===== src/rtl/uart_ascii_tx_if.sv =====
// Symbol/handshake bundle between the report formatter and the UART ASCII transmitter.
// The formatter is the master (drives start/code); the transmitter is the slave.
interface uart_ascii_tx_if;
    logic       start;
    logic [4:0] code;
    logic       t;
    logic       r_next;

    modport master (output start, output code, input t, input r_next);
    modport slave  (input start, input code, output t, output r_next);
endinterface


===== src/rtl/uart_ascii_tx.sv =====
// 8N1 LSB-first UART transmitter with a 5-bit symbol-to-ASCII coder in front of it.
// One frame per accepted start; r_next pulses for the single DONE cycle after the stop bit.
module uart_ascii_tx #(
    parameter int CLKS_PER_BIT = 10417
) (
    input  logic            clk,
    input  logic            rst,
    uart_ascii_tx_if.slave  bus
);
    localparam int CNT_W = (CLKS_PER_BIT > 2) ? $clog2(CLKS_PER_BIT) : 1;

    typedef enum logic [2:0] {
        IDLE,
        START_BIT,
        DATA,
        STOP_BIT,
        DONE
    } state_t;

    state_t           state_q;
    logic [CNT_W-1:0] baud_q;
    logic [2:0]       bit_q;
    logic [7:0]       shift_q;
    logic             t_q;
    logic             r_next_q;
    logic [7:0]       ascii_d;
    logic             baud_end;

    assign baud_end = (baud_q == CNT_W'(CLKS_PER_BIT - 1));

    // Digits, upper-case variables/error prefix, CR, '+', lower-case complemented variables.
    always_comb begin
        ascii_d = 8'h3F;
        case (bus.code) inside
            [5'd0:5'd9]:   ascii_d = 8'h30 + {3'b000, bus.code};
            [5'd10:5'd15]: ascii_d = 8'h37 + {3'b000, bus.code};
            5'd16:         ascii_d = 8'h0D;
            5'd17:         ascii_d = 8'h2B;
            [5'd26:5'd31]: ascii_d = 8'h47 + {3'b000, bus.code};
            default:       ascii_d = 8'h3F;
        endcase
    end

    always_ff @(posedge clk or posedge rst) begin
        if (rst) begin
            state_q  <= IDLE;
            baud_q   <= '0;
            bit_q    <= '0;
            shift_q  <= '0;
            t_q      <= 1'b1;
            r_next_q <= 1'b0;
        end else begin
            case (state_q)
                IDLE: begin
                    t_q      <= 1'b1;
                    r_next_q <= 1'b0;
                    if (bus.start) begin
                        shift_q <= ascii_d;
                        baud_q  <= '0;
                        bit_q   <= '0;
                        t_q     <= 1'b0;
                        state_q <= START_BIT;
                    end
                end
                START_BIT: begin
                    if (baud_end) begin
                        baud_q  <= '0;
                        t_q     <= shift_q[0];
                        state_q <= DATA;
                    end else begin
                        baud_q <= baud_q + 1'b1;
                    end
                end
                DATA: begin
                    if (baud_end) begin
                        baud_q  <= '0;
                        // The register shifts so the next data bit is always at index 1 here.
                        shift_q <= shift_q >> 1;
                        if (bit_q == 3'd7) begin
                            t_q     <= 1'b1;
                            state_q <= STOP_BIT;
                        end else begin
                            bit_q <= bit_q + 1'b1;
                            t_q   <= shift_q[1];
                        end
                    end else begin
                        baud_q <= baud_q + 1'b1;
                    end
                end
                STOP_BIT: begin
                    if (baud_end) begin
                        baud_q   <= '0;
                        r_next_q <= 1'b1;
                        state_q  <= DONE;
                    end else begin
                        baud_q <= baud_q + 1'b1;
                    end
                end
                DONE: begin
                    r_next_q <= 1'b0;
                    t_q      <= 1'b1;
                    state_q  <= IDLE;
                end
                default: begin
                    t_q      <= 1'b1;
                    r_next_q <= 1'b0;
                    state_q  <= IDLE;
                end
            endcase
        end
    end

    assign bus.t      = t_q;
    assign bus.r_next = r_next_q;
endmodule


===== src/flat_wrapper.sv =====
// flat-port wrapper written by rule: the top's interface ports become plain ports
module uart_ascii_tx_flat 
#(
    parameter int CLKS_PER_BIT = 10417
)
  (clk, rst, bus_start, bus_code, bus_t, bus_r_next);
  uart_ascii_tx_if bus_i ();
  input  logic clk;
  input  logic rst;
  input wire logic [$bits(bus_i.start)-1:0] bus_start;
  input wire logic [$bits(bus_i.code)-1:0] bus_code;
  output wire logic [$bits(bus_i.t)-1:0] bus_t;
  output wire logic [$bits(bus_i.r_next)-1:0] bus_r_next;
  assign bus_i.start = bus_start;
  assign bus_i.code = bus_code;
  assign bus_t = bus_i.t;
  assign bus_r_next = bus_i.r_next;
  uart_ascii_tx #(.CLKS_PER_BIT(CLKS_PER_BIT)) u_core (.clk(clk), .rst(rst), .bus(bus_i));
endmodule

===== config.mk =====
export PLATFORM = sky130hd
export DESIGN_NAME = uart_ascii_tx_flat
export DESIGN_NICKNAME = d
export VERILOG_FILES = /design/src/rtl/uart_ascii_tx_if.sv /design/src/rtl/uart_ascii_tx.sv /design/src/flat_wrapper.sv
export SDC_FILE = /design/constraint.sdc
export NUM_CORES = 1
export LEC_CHECK = 0
export CORE_ASPECT_RATIO = 0.9
export CORE_MARGIN = 5
export CORE_UTILIZATION = 40
export DETAILED_ROUTE_END_ITERATION = 8
export PLACE_DENSITY = 0.57
export SYNTH_ARGS = -nofsm -noshare
export SYNTH_HDL_FRONTEND = slang
export SYNTH_SLANG_ARGS = --single-unit

===== constraint.sdc =====
create_clock -name clk -period 2.1 [get_ports clk]
set_input_delay 0.42 -clock clk [delete_from_list [all_inputs] [get_ports clk]]
set_output_delay 0.42 -clock clk [all_outputs]
set_load 0.02 [all_outputs]

==> results.json, run 1 <==
{
  "cp-end-kind": "flop",
  "r2r_start": "u_core.baud_q[0]",
  "grt_overflow": 0,
  "start_kind": "input port",
  "num_io_pins": 10,
  "min_path_type": "flop to flop",
  "drc": 0,
  "synth_top_area_frac": 0.366,
  "antenna_found_initial": 0,
  "ant_nets": 0,
  "critPathKind": "input port to flop",
  "synthesis.area_sq_mm": 0.00191,
  "peakVddDrop_uv": 315,
  "postSynth.asyncResetShare": 1.00,
  "clk-insertion-delay-late_ns": 0.28,
  "cts_tree": "built",
  "rsz0062_at_grt": "no",
  "ys_seq_area_frac": 0.380,
  "gr-usage-all-layers": 0.152,
  "yosysMostFrequentCell": "dfrtp_1",
  "yosys_register_bits": 29,
  "portBuffers": 9,
  "slew_viol_final": 0,
  "core.rowCount": 23,
  "grt_pass1_vias": 1632,
  "dr.first_iter.drc_count": 65,
  "grt_first_pass_wirelength_mm": 7.62,
  "hold_viol": 0,
  "cts_sinks": 29,
  "numCtsBuffers": 5,
  "holdPathStages": 1,
  "routed_via_density": 5.29,
  "vias": 1724,
  "nFillCells": 439,
  "die_y_um": 75.6,
  "wirelength_mm": 4.28,
  "yosys_most_used_dff": "dfrtp_1",
  "post_drt_wl_per_cell_um": 13.1,
  "leakage_nw": 1.15,
  "r2r-end": "u_core.baud_q[13]",
  "hold_buffers": 0,
  "fin_skew_ns": 0.00583,
  "htreeDepth": 2,
  "synthTopCellsByCount": "28 x dfrtp_1, 19 x nand2_1, 18 x o21ai_0, 16 x inv_1",
  "yosysWarnings": 0,
  "tightest_slew_ns": 0.529,
  "fin_crit_ns": 1.98,
  "synth_area_per_cell_sq_um": 8.66,
  "num_antenna_cells": 0,
  "yosysUniqueCellTypes": 51,
  "crit_required_ns": 2.30,
  "r2r_setup_slack_ns": 0.14,
  "crit_fanout": 4,
  "path_clk_slew_ns": 0.06,
  "die_area_sq_mm": 0.00627,
  "grt_max_degree": 21,
  "root_buffer": "clkbuf_8",
  "period_share": 0.944,
  "drv_cap": 0,
  "syn_inst": 221,
  "syn_to_final_growth_pct": 30.2,
  "power.total_mw": 1.31,
  "slew_headroom": 0.647,
  "reg2reg_depth": 8,
  "powerDensity_mw_per_mm2": 524,
  "finalSetupViolCount": 0,
  "clock_path_buffers": 2,
  "core_sq_mm": 0.00455,
  "worstHoldStart": "u_core.shift_q[5]",
  "hpwl_mm": 3.09,
  "max_freq_mhz": 504,
  "hold_ws_ns": 0.473,
  "start_util": 0.421,
  "yosysTopAreaCell": "dfrtp_1",
  "drive_above_1_share": 0.231,
  "place_congestion": 0.772,
  "synthesis.nets": 238,
  "synth_enable_flop_cells": 0,
  "status": "complete, no violations",
  "worstPathArrival_ns": 2.18,
  "whs_endpoint": "u_core.shift_q[5]",
  "synth.area.top_cells": "dfrtp_1 37%, ha_1 5.9%, o21ai_0 4.7%, nand2_1 3.7%, nor3_1 3.7%",
  "dieWidth_um": 82.9,
  "drt_pass1_iterations": 5,
  "nNetsFinal": 280
}
==> sequential cells by signal, indices dropped and copies added (netlist names) <==
name and flops:
u_core.bus.r_next 1, u_core.bit_q 3, u_core.baud_q 14, u_core.shift_q 7, u_core.bus.t 1, u_core.state_q 3
==> per-layer routing <==
metal / track usage / up-vias / wire [um]
li1: - / 882 / -
met1: 0.218 / 807 / 2280
met2: 0.220 / 29 / 1790
met3: 0.0443 / 6 / 151
met4: 0.0544 / 0 / 68
met5: 0 / - / 0
==> report_power, final <==
group          internal [mW]  leakage, nW  switching (mW)  total (mW)
logic                 0.0759        0.740          0.0675       0.143
clock network          0.386       0.0585           0.217       0.604
registers              0.559        0.350               0       0.559
==> cell families after synthesis <==
| logic type | count (synthesis) | synth area share |
|---|---|---|
| DFF | 29 | 0.380 |
| AOI/OAI and AO/OA | 60 | 0.213 |
| adders and majority gates | 10 | 0.0641 |
| xor gates and xnor gates | 4 | 0.0183 |
| and+or+nand+nor | 87 | 0.249 |
| muxes | 2 | 0.0105 |
| buffers and inverters | 29 | 0.0654 |
==> critical path: stages <==
cell and delay, ns:
clkdlybuf4s50_1 0.52, inv_4 0.06, o31a_4 0.36, or3_4 0.40, o211a_1 0.22, o31ai_2 0.20
==> layout make-up <==
type | instances | area (sq um) | area share
clock buffer | 7 | 86.3 | 0.0347
clock inverter | 1 | 30.0 | 0.0121
inverter | 18 | 70.1 | 0.0281
multi-input combinational | 163 | 1120 | 0.449
sequential | 29 | 727 | 0.292
tap | 62 | 77.6 | 0.0312
timing repair buffer | 46 | 380 | 0.153
==> what timing repair did <==
item                                    CTS  global route
endpoints found under the setup margin    4             8
gates cloned                              0             0
setup buffers                             1             0
resized for setup                        12             3
pin swaps                                 1             0
==> placed cells by master (no fill, tap or decap), types with 3 or more instances in the layout <==
master / count
buf_4: 35
dfrtp_1: 28
nand2_1: 19
o21ai_0: 18
inv_1: 16
nor2_1: 13
nor3_1: 13
a21oi_1: 11
nand3_1: 8
ha_1: 7
or3_1: 6
a21o_1: 6
clkbuf_8: 6
clkdlybuf4s50_1: 6
a22o_1: 4
and4_1: 3
o21bai_1: 3
nor4_1: 3
xnor2_1: 3
o211ai_1: 3
dlygate4sd2_1: 3
==> through the flow <==
| stage | area, sq um | std cells | setup TNS, ns | setup slack (ns) | util |
|---|---|---|---|---|---|
| final | 2490 | 326 | 0 | 0.117 | 0.548 |
| after global routing | 2490 | 326 | 0 | 0.0268 | 0.548 |
| after CTS | 2480 | 326 | 0 | 0.0555 | 0.545 |
| after detailed placement | 2310 | 317 | -2.38 | -0.438 | 0.508 |
| after global placement | 2310 | 317 | -2.17 | -0.395 | 0.508 |
| after floorplan | 1910 | 221 | 0 | 0.155 | - |
==> how the worst max path moves through the flow <==
stage          depth (start not counted)             start  slack, ns                end
2_1_floorplan                          7       bus_code[1]       0.15  u_core.shift_q[2]
3_3_place_gp                           8       bus_code[0]      -0.40  u_core.shift_q[2]
3_5_place_dp                           8       bus_code[0]      -0.44  u_core.shift_q[2]
4_1_cts                                8  u_core.baud_q[0]       0.06  u_core.baud_q[13]
5_1_grt                                9  u_core.baud_q[0]       0.03  u_core.shift_q[2]
6_report                               6       bus_code[3]       0.12  u_core.shift_q[1]
No activity file was read; power rests on OpenSTA's default activity.
==> run 2: changes to the inputs <==
--- a/config.mk
+++ b/config.mk
@@ -6,10 +6,10 @@
 export NUM_CORES = 1
 export LEC_CHECK = 0
 export CORE_ASPECT_RATIO = 0.9
-export CORE_MARGIN = 5
-export CORE_UTILIZATION = 40
+export CORE_MARGIN = 2
+export CORE_UTILIZATION = 34
 export DETAILED_ROUTE_END_ITERATION = 8
-export PLACE_DENSITY = 0.57
+export PLACE_DENSITY = 0.5
 export SYNTH_ARGS = -nofsm -noshare
 export SYNTH_HDL_FRONTEND = slang
 export SYNTH_SLANG_ARGS = --single-unit
==> run 2 against run 1 <==
Effect of this change:
- hold slack improved by 0.0028 ns
- clock skew rose by 0.0039 ns
- wire length rose by 5.4%
- total power rose by 1.5%
- core utilization fell by 9.0 points
- sequential cell count did not move
- largest cell class unchanged
- largest power group unchanged
==> results.json, run 2 (synthesis gave the netlist of run 1 again) <==
{
  "place_area_sq_mm": 0.00226,
  "hold_buffers": 0,
  "layout_commonest_cell": "buf_4",
  "start_util": 0.358,
  "setup_tns_ns": 0,
  "status": "complete, no violations",
  "period_share": 0.959,
  "num_io_pins": 10,
  "tightest_slew_ns": 0.484,
  "drt_pass1_iterations": 4,
  "antenna_found_initial": 0,
  "ant_nets": 0,
  "crit_required_ns": 2.27,
  "reg2reg_depth": 8,
  "leakage_nw": 1.12,
  "start_kind": "input port",
  "core.rowCount": 25,
  "clk-insertion-delay-late_ns": 0.29,
  "routed_via_density": 5.24,
  "cts_tree": "built",
  "post_drt_wl_per_cell_um": 13.9,
  "min_path_type": "flop to flop",
  "hpwl_mm": 3.23,
  "syn_to_final_growth_pct": 27.9,
  "drc": 0,
  "stdcell_area_sq_mm": 0.00245,
  "clock_path_buffers": 2,
  "drv_cap": 0,
  "largest_reg_flops": 14,
  "rsz0062_at_grt": "no",
  "cts_sinks": 29,
  "vias": 1702,
  "fin_skew_ns": 0.00973,
  "worstPathArrival_ns": 2.18,
  "root_buffer": "clkbuf_8",
  "r2r_start": "u_core.baud_q[0]",
  "grt_overflow": 0,
  "core_sq_mm": 0.00535,
  "setup_ws_ns": 0.0856,
  "reg.largest.list": "u_core.baud_q x14, u_core.shift_q x7",
  "drive_above_1_share": 0.213,
  "cp-end-kind": "flop",
  "max_freq_mhz": 496,
  "r2r-end": "u_core.shift_q[5]",
  "mostFrequentLayoutCells": "31 x buf_4, 28 x dfrtp_1, 19 x nand2_1",
  "critPathKind": "input port to flop",
  "dieWidth_um": 83.1,
  "die_area_sq_mm": 0.00624,
  "stdcell_count": 325,
  "r2r_setup_slack_ns": 0.21,
  "gr-usage-all-layers": 0.160,
  "nNetsFinal": 274,
  "die_y_um": 75.2,
  "regMostFlops": "u_core.baud_q",
  "grt_first_pass_wirelength_mm": 7.93,
  "place_congestion": 0.820,
  "hold_viol": 0,
  "peakVddDrop_uv": 333,
  "num_antenna_cells": 0,
  "path_clk_slew_ns": 0.06,
  "place_inst": 316,
  "whs_endpoint": "u_core.shift_q[6]",
  "holdPathStages": 1,
  "htreeDepth": 2,
  "dr.first_iter.drc_count": 73,
  "slew_viol_final": 0,
  "crit_fanout": 5,
  "grt_pass1_vias": 1613,
  "numCtsBuffers": 5,
  "place_ws_ns": -0.454,
  "finalSetupViolCount": 0,
  "fin_crit_ns": 2.01,
  "slew_headroom": 0.676,
  "powerDensity_mw_per_mm2": 542,
  "portBuffers": 9,
  "grt_max_degree": 30,
  "worstHoldStart": "u_core.shift_q[6]",
  "wirelength_mm": 4.51
}
## run 2: final cells by class
cell class	count	area [sq um]
Multi-Input combinational cell	163	1130
Sequential cell	29	727
Tap cell	67	83.8
Inverter	18	70.1
Timing Repair Buffer	40	323
Clock inverter	1	30.0
Fill cell	519	2900
Clock buffer	7	86.3
## run 2: timing repair
action	in CTS	in global routing
gates resized for setup	13	5
endpoints found under the hold margin	0	0
setup endpoints to repair	6	11
setup buffers	1	0
pin swaps	1	0
## run 2: worst max path at each step
stage	slack, ns	startpoint	depth (start not counted)	end
CTS	0.03	bus_code[3]	6	u_core.shift_q[1]
global route	0.006	bus_code[4]	6	u_core.shift_q[2]
detailed placement	-0.45	bus_code[0]	8	u_core.shift_q[2]
finish	0.09	bus_code[1]	8	u_core.shift_q[2]
global placement	-0.41	bus_code[0]	8	u_core.shift_q[2]
floorplan	0.15	bus_code[1]	7	u_core.shift_q[2]
## run 2: worst max-delay path: stages
cell and delay (ns):
dlygate4sd2_1 0.26, buf_4 0.16, ha_1 0.21, nor3_4 0.22, nor4b_4 0.09, or3_1 0.38, a211o_1 0.26, a22o_1 0.18
## run 2: through the flow
stage	hold slack (ns)	util	total power, mW
3_5_place_dp	0.467	0.422	0.704
5_1_grt	0.513	0.458	1.38
2_1_floorplan	0.445	-	0.637
6_report	0.476	0.458	1.33
3_3_place_gp	0.463	0.422	0.705
4_1_cts	0.481	0.456	1.33
## run 2: metal layers
layer,vias to the layer above,GRT usage,routed length [um]
met3,11,0.0351,177
met1,793,0.228,2340
li1,863,-,-
met2,35,0.236,1870
met5,-,0,0
met4,0,0.0710,116
## run 2: where the power goes
part           leakage, nW  internal, mW  switching (mW)
clock network       0.0585         0.387           0.233
registers            0.350         0.558               0
logic                0.714        0.0765          0.0709
total                 1.12          1.02           0.304
==> run 3: changes to the inputs <==
--- a/config.mk
+++ b/config.mk
@@ -10,6 +10,7 @@
 export CORE_UTILIZATION = 34
 export DETAILED_ROUTE_END_ITERATION = 8
 export PLACE_DENSITY = 0.5
+export SLEW_MARGIN = 20
 export SYNTH_ARGS = -nofsm -noshare
 export SYNTH_HDL_FRONTEND = slang
 export SYNTH_SLANG_ARGS = --single-unit
==> results of run 3 <==
Same layout as run 2: the final DEF is identical, and so are final timing and power.
==> edit 1, RTL diff (settings of run 2) <==
Make the reset (`rst`) synchronous in one clocked block.
--- a/src/rtl/uart_ascii_tx.sv
+++ b/src/rtl/uart_ascii_tx.sv
@@ -43,3 +43,3 @@
 
-    always_ff @(posedge clk or posedge rst) begin
+    always_ff @(posedge clk) begin
         if (rst) begin
Check against the original RTL: differs if rst is asserted again (counterexample within 4 cycles, from zero or initial values and one cycle with rst high); with rst held inactive, the same outputs for 10 cycles.
==> edit 1 against run 2 <==
- via count decreased by 3.1%
- final cell count increased by 1.5%
- synthesized area decreased by 2.9%
- worst hold slack got worse by 22 ps
- sequential cell count unchanged
- design area decreased by 2.1%
- power increased by 5.6%
- routed wire length decreased by 6.2%
- setup slack got worse by 4.4 ps
- critical endpoint is now u_core.shift_q[2]$_SDFFE_PP0P_
==> edit 1: results (changes against run 2) <==
| Metric | Value |
|---|---|
| Worst reg-to-reg path cell count | `6 (-2)` |
| Clock net power | `0.601 mW (-3%)` |
| Number of global-route vias before repair | `1511 (-6.3%)` |
| Critical-path cell with the highest stage delay | `or4b_4` |
| Min-delay src | `u_core.shift_q[5]$_SDFFE_PP0P_` |
| Met1 usage | `22.5% (-0.33 points)` |
| Max incr delay on CP | `590 ps (+210 ps)` |
| Flop-to-flop setup slack | `80 ps (-130 ps)` |
| Placer Congestion | `0.826 (+0.84%)` |
| Synth area leaders | `dfxtp_1 (31%), ha_1 (6.1%), nor2_1 (5.3%)` |
| Cells after DPL | `321 (+1.6%)` |
| Critical path peak fanout | `9 (+4)` |
| Largest net degree at the start of global routing | `15 (-50%)` |
| Placed Area | `2250 um2 (-0.33%)` |
| Grt met3 use | `3.64% (+0.13 points)` |
| Clock Skew | `11.6 ps (+1.83 ps)` |
| DP HPWL | `3.20 mm (-0.86%)` |
| Setup crit end | `u_core.shift_q[2]$_SDFFE_PP0P_` |
| Via count | `1649 (-3.1%)` |
| Worst reg2reg endpoint | `u_core.shift_q[2]$_SDFFE_PP0P_` |
| Wire length per cell | `12.8 um (-7.6%)` |
| Cell count after synthesis | `213 (-3.6%)` |
| Worst Hold End | `u_core.shift_q[5]$_SDFFE_PP0P_` |
| Crit path arrival time | `2240 ps (+60 ps)` |
| Outcome | `completed` |
| Crit. Startpoint | `u_core.baud_q[3]$_SDFFE_PP0P_` |
| Nets | `279 (+1.8%)` |
edit 1: cell types whose count changed after synthesis, sizes merged, moves of 6 or more:
cell	change
nor2	+12
nor3	-8
or3	-6
a21o	-6
o21ai	-9
dfrtp	-28
xor2	+6
inv	-8
dfxtp	+29
edit 1: kinds of logic (layout without fill, tap and decap cells):
| kind of cell | count (synthesis) | in the layout | synth area share, % |
|---|---|---|---|
| xor gates and xnor gates | 14 | 14 | 6.60 |
| muxes | 4 | 4 | 2.16 |
| DFF | 29 | 29 | 31.3 |
| adders and majority gates | 10 | 10 | 6.60 |
| AOI/OAI and AO/OA | 42 | 42 | 17.9 |
| and+or+nand+nor | 95 | 95 | 28.2 |
| buffers and inverters | 19 | 69 | 7.28 |
edit 1: area by class of cell:
type	instances	area (um2)
multi-input combinational	165	1160
inverter	11	41.3
tap	67	83.8
sequential	29	581
fill	534	2860
clock buffer	7	86.3
timing repair buffer	50	415
clock inverter	1	30.0
==> edit 2, RTL diff (settings of run 2) <==
Made on the original files. `CLKS_PER_BIT` is set to 10417 in 2 places; all go to 5208.
--- a/src/rtl/uart_ascii_tx.sv
+++ b/src/rtl/uart_ascii_tx.sv
@@ -3,3 +3,3 @@
 module uart_ascii_tx #(
-    parameter int CLKS_PER_BIT = 10417
+    parameter int CLKS_PER_BIT = 5208
 ) (
--- a/src/flat_wrapper.sv
+++ b/src/flat_wrapper.sv
@@ -3,3 +3,3 @@
 #(
-    parameter int CLKS_PER_BIT = 10417
+    parameter int CLKS_PER_BIT = 5208
 )
Function: no difference found for any inputs over 10 cycles, from zero or initial values and one cycle with rst high; that may be too few to reach the edited logic, so the function may still have changed.
==> edit 2 against run 2 <==
- critical path type is now reg -> reg
- via count fell by 2.6%
- sequential cell count is 1 lower
- clock skew down 4.1 ps
- highest routed layer unchanged
- routed wire length down 4.9%
- synthesized area shrank 2.8%
- largest cell class unchanged
- setup slack better by 17 ps
- design area is 0.87% higher
Power is not compared: it rests on default switching activity, and its combinational part moved more than twofold at a synthesized area within 25%.
==> edit 2: results (changes against run 2) <==
| Metric | Value |
|---|---|
| Post-Synth Adder-Cell Area | `5.38% (-1.0 points)` |
| Critical-path cell with the highest stage delay | `or4b_4` |
| WL met3 | `100 um (-44%)` |
| Outcome | `completed` |
| Synth Area in XOR/XNOR | `2.36% (+0.52 points)` |
| Nets | `277 (+1.1%)` |
| Synth area leaders | `dfrtp_1 (36%), ha_1 (5.4%), nand2_1 (4.2%)` |
| Via density | `5.07 (-3.2%)` |
| Post-route cell area | `2470 um2 (+0.87%)` |
| Number of global-route vias before repair | `1531 (-5.1%)` |
| Met2 WL post-DR | `1.84 mm (-1.8%)` |
| Compound-Gate Fraction of Synth Area | `19.8% (-1.5 points)` |
| Max incr delay on CP | `550 ps (+170 ps)` |
| Hold Path Class | `in -> async` |
| Layout cells sized above 1 | `27.7% (+6.4 points)` |
| Syn Nets | `224 (-5.9%)` |
| Clk slew on worst S/H paths | `110 ps (+50 ps)` |
| Share of the yosys chip area belonging to registers | `37.8% (-0.25 points)` |
| Clock Skew | `5.68 ps (-4.05 ps)` |
| Cell count after synthesis | `208 (-5.9%)` |
| Post-synthesis mux area share | `2.22% (+1.2 points)` |
| Placed Area | `2350 um2 (+4.2%)` |
| First-pass GRT wire length | `7.28 mm (-8.2%)` |
| Netlist cell types | `53 (+3.9%)` |
| Slew @ Worst Pin | `660 ps (+176 ps)` |
| DP HPWL | `3.35 mm (+3.8%)` |
| Wl on met1 | `2.33 mm (-0.68%)` |
| Worst reg-to-reg path cell count | `6 (-2)` |
| Overall routed net length | `4.29 mm (-4.9%)` |
| Regs by FF count | `u_core.baud_q (13), u_core.shift_q (7)` |
| Grt met3 use | `1.82% (-1.7 points)` |
| CTS buffer count | `3 (-2)` |
==> edit 2: layout make-up <==
type	count	area share (%)
well taps	67	3.40
multi-input cells	162	44.8
repair buffers	58	19.3
clock inverters	1	1.22
flip-flops and latches	28	28.4
clock buffers	3	1.67
inverters	8	1.22
==> edit 2: path summary, 6_finish.rpt <==
path                                          startpoint                            end  slack, ps
max in group asynchronous                            rst  u_core.shift_q[5]$_DFFE_PP0P_       1200
hold reg to reg            u_core.shift_q[0]$_DFFE_PP0P_  u_core.shift_q[0]$_DFFE_PP0P_        480
min in group clk           u_core.shift_q[0]$_DFFE_PP0P_  u_core.shift_q[0]$_DFFE_PP0P_        480
setup reg to reg            u_core.baud_q[7]$_DFFE_PP0P_    u_core.bit_q[0]$_DFFE_PP0P_        100
hold / removal                                       rst  u_core.bus.r_next$_DFFE_PP0P_        450
setup / recovery            u_core.baud_q[7]$_DFFE_PP0P_    u_core.bit_q[0]$_DFFE_PP0P_        100
